### config.mk
export PLATFORM = sky130hd
export DESIGN_NAME = dac_arbiter
export DESIGN_NICKNAME = d
export VERILOG_FILES = /design/src/rtl/dac_pkg.sv /design/src/rtl/dac_tick_gen.sv /design/src/rtl/dac_arbiter.sv
export SDC_FILE = /design/constraint.sdc
export NUM_CORES = 1
export LEC_CHECK = 0
export ABC_AREA = 1
export ABC_CLOCK_PERIOD_IN_PS = 2100
export BUFFER_PORTS_ARGS = -buffer_cell sky130_fd_sc_hd__clkbuf_2
export CAP_MARGIN = 40
export CORE_UTILIZATION = 50
export DETAILED_ROUTE_END_ITERATION = 10
export GPL_TIMING_DRIVEN = 0
export PLACE_DENSITY_LB_ADDON = 0.3
export SLEW_MARGIN = 0
export SYNTH_ARGS = -nofsm -noshare
export SYNTH_HDL_FRONTEND = slang
export SYNTH_SLANG_ARGS = --single-unit
export TNS_END_PERCENT = 30
### constraint.sdc
create_clock -name clk -period 2.1 [get_ports clk]
set_clock_uncertainty 0.05 [all_clocks]
set_input_delay 0.21 -clock clk [delete_from_list [all_inputs] [get_ports clk]]
set_output_delay 0.21 -clock clk [all_outputs]
set_load 0.05 [all_outputs]
### src/rtl/dac_pkg.sv
// Shared types and frame layout for the serial DAC arbiter.
package dac_pkg;

    typedef enum logic [1:0] {
        ST_IDLE  = 2'd0,
        ST_SHIFT = 2'd1,
        ST_GAP   = 2'd2
    } state_e;

    localparam int FRAME_BITS = 16;
    localparam int DUMMY_BITS = 4;
    localparam int DATA_BITS  = 10;
    localparam int PAD_BITS   = 2;

    // Frame as shifted out MSB first: zero dummies, DAC code, zero sub-LSB pad.
    function automatic logic [FRAME_BITS-1:0] build_frame(input logic [DATA_BITS-1:0] data);
        return {{DUMMY_BITS{1'b0}}, data, {PAD_BITS{1'b0}}};
    endfunction

endpackage

### src/rtl/dac_tick_gen.sv
// Half-period tick generator: one-cycle pulse every CLK_DIV enabled cycles.
module dac_tick_gen #(
    parameter int unsigned CLK_DIV = 10
) (
    input  logic clk,
    input  logic rst_n,
    input  logic en,
    input  logic clr,
    output logic tick
);

    localparam logic [7:0] LAST = 8'(CLK_DIV - 1);

    logic [7:0] cnt_q;
    logic [7:0] cnt_d;

    // Next count: restart on frame start, wrap at the end of each half-period.
    always_comb begin
        // NOTE: default assignment first so no path leaves cnt_d unassigned (no latch).
        cnt_d = cnt_q;
        if (clr) begin
            cnt_d = '0;
        end else if (en) begin
            cnt_d = (cnt_q == LAST) ? 8'd0 : cnt_q + 8'd1;
        end
    end

    // Counter register with synchronous reset.
    always_ff @(posedge clk) begin
        // NOTE: non-blocking assignment so every flop samples pre-edge values.
        if (!rst_n) cnt_q <= '0;
        else        cnt_q <= cnt_d;
    end

    assign tick = en && !clr && (cnt_q == LAST);

endmodule

### src/rtl/dac_arbiter.sv
// Two-requester round-robin arbiter feeding a 16-bit serial DAC frame.
module dac_arbiter
    import dac_pkg::*;
#(
    parameter int unsigned CLK_DIV = 10,
    parameter int unsigned CS_GAP  = 3
) (
    input  logic                 clk,
    input  logic                 rst_n,
    input  logic                 req0_valid,
    input  logic [DATA_BITS-1:0] req0_data,
    output logic                 req0_ready,
    input  logic                 req1_valid,
    input  logic [DATA_BITS-1:0] req1_data,
    output logic                 req1_ready,
    output logic                 sclk,
    output logic                 cs,
    output logic                 din,
    output logic                 busy,
    output logic                 grant_id
);

    localparam logic [4:0]  LAST_BIT = 5'(FRAME_BITS - 1);
    localparam logic [11:0] GAP_LAST = 12'(2 * CS_GAP - 1);

    state_e                  state_q, state_d;
    logic                    sclk_q, sclk_d;
    logic                    cs_q, cs_d;
    logic                    din_q, din_d;
    logic                    grant_id_q, grant_id_d;
    logic [FRAME_BITS-1:0]   shreg_q, shreg_d;
    logic [4:0]              bit_cnt_q, bit_cnt_d;
    logic [11:0]             gap_cnt_q, gap_cnt_d;

    logic                    grant;
    logic                    accept;
    logic                    tick;
    logic [DATA_BITS-1:0]    sel_data;

    // Round-robin grant: a lone requester wins, a tie goes to the one not served last.
    always_comb begin
        grant = 1'b0;
        if (req0_valid && req1_valid) grant = ~grant_id_q;
        else if (req1_valid)          grant = 1'b1;
    end

    assign req0_ready = rst_n && (state_q == ST_IDLE) && req0_valid && !grant;
    assign req1_ready = rst_n && (state_q == ST_IDLE) && req1_valid &&  grant;
    assign accept     = req0_ready || req1_ready;
    assign sel_data   = grant ? req1_data : req0_data;

    dac_tick_gen #(.CLK_DIV(CLK_DIV)) u_tick (
        .clk   (clk),
        .rst_n (rst_n),
        .en    ((state_q == ST_SHIFT) || (state_q == ST_GAP)),
        .clr   (accept),
        .tick  (tick)
    );

    // Frame sequencing: capture on accept, toggle sclk on ticks, shift on falling sclk.
    always_comb begin
        state_d    = state_q;
        sclk_d     = sclk_q;
        cs_d       = cs_q;
        din_d      = din_q;
        grant_id_d = grant_id_q;
        shreg_d    = shreg_q;
        bit_cnt_d  = bit_cnt_q;
        gap_cnt_d  = gap_cnt_q;
        unique case (state_q)
            ST_IDLE: begin
                if (accept) begin
                    state_d    = ST_SHIFT;
                    cs_d       = 1'b0;
                    sclk_d     = 1'b0;
                    shreg_d    = build_frame(sel_data);
                    din_d      = shreg_d[FRAME_BITS-1];
                    grant_id_d = grant;
                    bit_cnt_d  = '0;
                    gap_cnt_d  = '0;
                end
            end
            ST_SHIFT: begin
                if (tick) begin
                    if (!sclk_q) begin
                        sclk_d = 1'b1;
                    end else begin
                        sclk_d = 1'b0;
                        if (bit_cnt_q == LAST_BIT) begin
                            state_d   = ST_GAP;
                            cs_d      = 1'b1;
                            din_d     = 1'b0;
                            bit_cnt_d = '0;
                            gap_cnt_d = '0;
                        end else begin
                            bit_cnt_d = bit_cnt_q + 5'd1;
                            shreg_d   = {shreg_q[FRAME_BITS-2:0], shreg_q[FRAME_BITS-1]};
                            din_d     = shreg_q[FRAME_BITS-2];
                        end
                    end
                end
            end
            ST_GAP: begin
                if (tick) begin
                    if (gap_cnt_q == GAP_LAST) begin
                        state_d   = ST_IDLE;
                        gap_cnt_d = '0;
                    end else begin
                        gap_cnt_d = gap_cnt_q + 12'd1;
                    end
                end
            end
            default: state_d = ST_IDLE;
        endcase
    end

    // State and registered outputs; a mid-frame reset drops the partial frame.
    always_ff @(posedge clk) begin
        if (!rst_n) begin
            state_q    <= ST_IDLE;
            sclk_q     <= 1'b0;
            cs_q       <= 1'b1;
            din_q      <= 1'b0;
            grant_id_q <= 1'b1;
            shreg_q    <= '0;
            bit_cnt_q  <= '0;
            gap_cnt_q  <= '0;
        end else begin
            state_q    <= state_d;
            sclk_q     <= sclk_d;
            cs_q       <= cs_d;
            din_q      <= din_d;
            grant_id_q <= grant_id_d;
            shreg_q    <= shreg_d;
            bit_cnt_q  <= bit_cnt_d;
            gap_cnt_q  <= gap_cnt_d;
        end
    end

    assign sclk     = sclk_q;
    assign cs       = cs_q;
    assign din      = din_q;
    assign busy     = (state_q != ST_IDLE);
    assign grant_id = grant_id_q;

endmodule
==> results <==
- Each instance of the synthesized netlist takes up on average 6.587 um^2.
- In this run the number of H-tree levels came out at 2.
- The actual slew at the worst max-slew pin is 0.5523 ns.
- 0 antenna diodes ended up in the layout.
- The count of final max-slew check failures is 0.
- The number of buffers added by the clock tree synthesis step is 5.
- The area of the die is 5875 um^2.
- When the netlist entered floorplanning its net count stood at 457.
- Clock-pin slew was measured on the worst setup and hold paths at 0.09 ns.
- In this run the clock root is driven by a sky130_fd_sc_hd__clkbuf_8.
- The max-cap violation count is 0.
- The largest voltage drop on the vdd net is 714.9 uV.
- The hold violation count in the final report was 0.
- The number of iterations in the first detailed-routing pass is 4.
- Once the floorplan was initialized, standard cells occupied 53.20% of the core.
- The final standard cell utilization of the core is 61.73%.
- The remaining routing DRC violations is 0.
- The final worst-path cycle share is 92.49%.
- The critical path is of the register to register type.
- The worst-skew pair later-pin latency is 0.31 ns.
- The via count of the first global-routing pass came to 2390.
- The count of routing violations after the opening detailed-route iteration is 189.
- The top cell types in the final layout, fill and taps aside, are sky130_fd_sc_hd__nand2_1 (112), sky130_fd_sc_hd__nor2_1 (51), sky130_fd_sc_hd__dfxtp_1 (45).
- In this run the cell area measured after placement is 3022 um^2.
- The final layout contains 500 nets.
- The congestion estimate from routability-driven global placement came to 0.8642.
- TritonCTS built the clock tree.
- The number of standard cells after synthesis is 423.
- In this run the critical register-to-register path is launched from state_q[0]$_SDFFE_PN0P_.
- For the finished layout, the period the worst path requires is 1.942 ns.
- The placeable core area is 5238 um^2.
- In this run the cell area of the synthesized design comes to 2786 um^2.
- The category of the worst setup path launch point is a register.
- The final-layout worst hold slack is 0.1379 ns.
- The count of nets left with antenna violations once routing finished came out at 0.
- The final design instance area without fill is 3233 um^2.
- Timing analysis after detailed placement gives a worst setup slack of 0.02276 ns.
- In this run the worst path has a maximum fanout of 5.
- From bottom edge to top edge, the die measures 76.65 um.
- The areal power density over the cells is 1271 nW/um^2.
- The number of top-level design ports is 31.
- The wire length of the first global-routing pass is 10520 um.
- The count of cell types in the netlist is 34.
- The maximum number of pins on one net before global-route repair is 16.
- The maximum frequency from static timing analysis is 514.9 MHz.
- Setup violations remaining at the end of the flow were counted as 0.
- For this block, the via count after detailed routing is 2698.
- The row count is 26.
- The type of the worst min-delay path is primary input to register.
- After routing, the total negative slack on setup checks comes to 0 ns.
- The remaining max-slew budget at the tightest pin is 62.79%.
- Port buffering added 29 buffers.
- In this run the most critical hold path is launched from rst_n.
- The wire-length estimate of the detail-placed layout is 4514 um.
- Setup repair after global routing left no endpoint under its margin.
- The clock sink total is 47.
- The synthesized design contains 47 register bits.
- Tracing the worst setup path back leads to its startpoint at state_q[0]$_SDFFE_PN0P_.
- The worst setup margin is 0.1578 ns.
- The detail-routed via count per cell is 5.024.
- The total of fill cells in the finished design is 511.
- The total track usage is 22.15%.
- The run finished with clean final reports.
- The final wirelength is 6330 um.
- In this run, placement finished with an instance count of 522.
- The final non-filler cell total is 537.
- The worst-case clock buffer depth is 2.
- In this run the static leakage power is 1.378 nW.
- The critical path capture point type is a register.
- Data on the critical path arrives at its endpoint at 2.13 ns.
- Sequential elements use 33.77% of the synthesized area.
- The total power of the final layout is 4.110 mW.
- The leftover overflow at the end of global routing is 0.
- The synthesis-to-layout area growth is 16.03%.
- The x dimension of the die is 76.65 um.
- For the worst setup path, the data required time is 2.28 ns.
- In the final routed layout, each cell accounts on average for 11.79 um.
- The initial antenna violation count is 0.
- The number of synthesis warnings is 0.
- The most common cell after layout, fill and taps aside is sky130_fd_sc_hd__nand2_1.
- The ratio of cells with drive above 1 in the final layout is 18.63%.
timing repair:
item                       4_1_cts  5_1_grt
hold buffers                     0        0
hold endpoints to repair         0        0
pin swaps                        0        3
gates resized for setup          1       16
gates cloned                     0        1
setup buffers                    0        6
setup endpoints to repair        2       36
final cells by class:
class / count / area [um^2] / share of cell area (%)
plain buffers: 16 / 93.84 / 2.902
multi-input cells: 311 / 1605 / 49.65
repair buffers: 36 / 201.4 / 6.231
flip-flops and latches: 47 / 945.9 / 29.26
well taps: 70 / 87.58 / 2.709
inverters: 49 / 186.4 / 5.766
clock buffers: 5 / 68.82 / 2.128
clock inverters: 3 / 43.79 / 1.354
registers in the layout (all words and copies together), names as in the netlist:
signal	flops
shreg_q	16
gap_cnt_q	12
u_tick.cnt_q	8
bit_cnt_q	5
state_q	2
cs	1
din	1
grant_id	1
sclk	1
cells in the mapped netlist, drive strengths merged:
| cell | n | area share (%) |
|---|---|---|
| nand4 | 15 | 3.4 |
| dfxtp | 47 | 34 |
| a31oi | 1 | 0.22 |
| clkbuf | 8 | 1.1 |
| nor3 | 4 | 0.72 |
| o21a | 1 | 0.27 |
| o21ai | 17 | 3.1 |
| nor2 | 60 | 9.1 |
| ha | 10 | 4.5 |
| a21oi | 22 | 4.1 |
| nor3b | 3 | 0.81 |
| a21boi | 1 | 0.27 |
| nand2 | 119 | 17 |
| xor2 | 7 | 2.2 |
| buf | 8 | 2.1 |
| xnor2 | 4 | 1.3 |
| nand3 | 44 | 8.9 |
| inv | 47 | 6.4 |
| clkinv | 2 | 0.27 |
| or2 | 3 | 0.67 |
report_power, final:
part | switching, mW | internal [mW]
combinational | 1.46 | 0.842
sequential | 0.0899 | 1.04
clock | 0.327 | 0.355
routing by layer:
metal / share of wire [%] / GRT usage [%] / vias up
li1: - / - / 1431
met1: 48 / 30.27 / 1201
met2: 46 / 35.68 / 59
met3: 4.6 / 3.214 / 7
met4: 1.3 / 7.500 / 0
met5: 0 / 0 / -
worst max-delay path, cell delays in order, from the launching register on:
cell and delay [ns]:
sky130_fd_sc_hd__dfxtp_4 0.38, sky130_fd_sc_hd__inv_2 0.06, sky130_fd_sc_hd__ha_4 0.28, sky130_fd_sc_hd__inv_2 0.04
sky130_fd_sc_hd__nor2_1 0.08, sky130_fd_sc_hd__nand2_1 0.08, sky130_fd_sc_hd__nor2_2 0.15, sky130_fd_sc_hd__nand2_1 0.08
sky130_fd_sc_hd__nand2_2 0.08, sky130_fd_sc_hd__nand2_1 0.09, sky130_fd_sc_hd__nor2_4 0.18, sky130_fd_sc_hd__buf_6 0.14
sky130_fd_sc_hd__nand2_1 0.06, sky130_fd_sc_hd__a21oi_1 0.13
cell families after synthesis:
logic type	after synthesis	synth area share, %
XOR/XNOR	11	3.457
adder cells (fa/ha/maj)	10	4.490
buffers and inverters	65	9.834
flip-flops	47	33.77
AO/OA/AOI/OAI	42	7.903
AND/OR/NAND/NOR	248	40.55
path summary, 6_finish.rpt:
kind	endpoint	slack, ns	cells after the start
worst max register to register	gap_cnt_q[9]$_SDFFE_PN0P_	0.16	13
worst min-delay path	shreg_q[0]$_SDFFE_PN0P_	0.14	3
worst max-delay path	gap_cnt_q[9]$_SDFFE_PN0P_	0.16	13
worst min register to register	din$_SDFFE_PN0P_	0.40	2
Note: power is estimated with default switching activity, not from simulation.
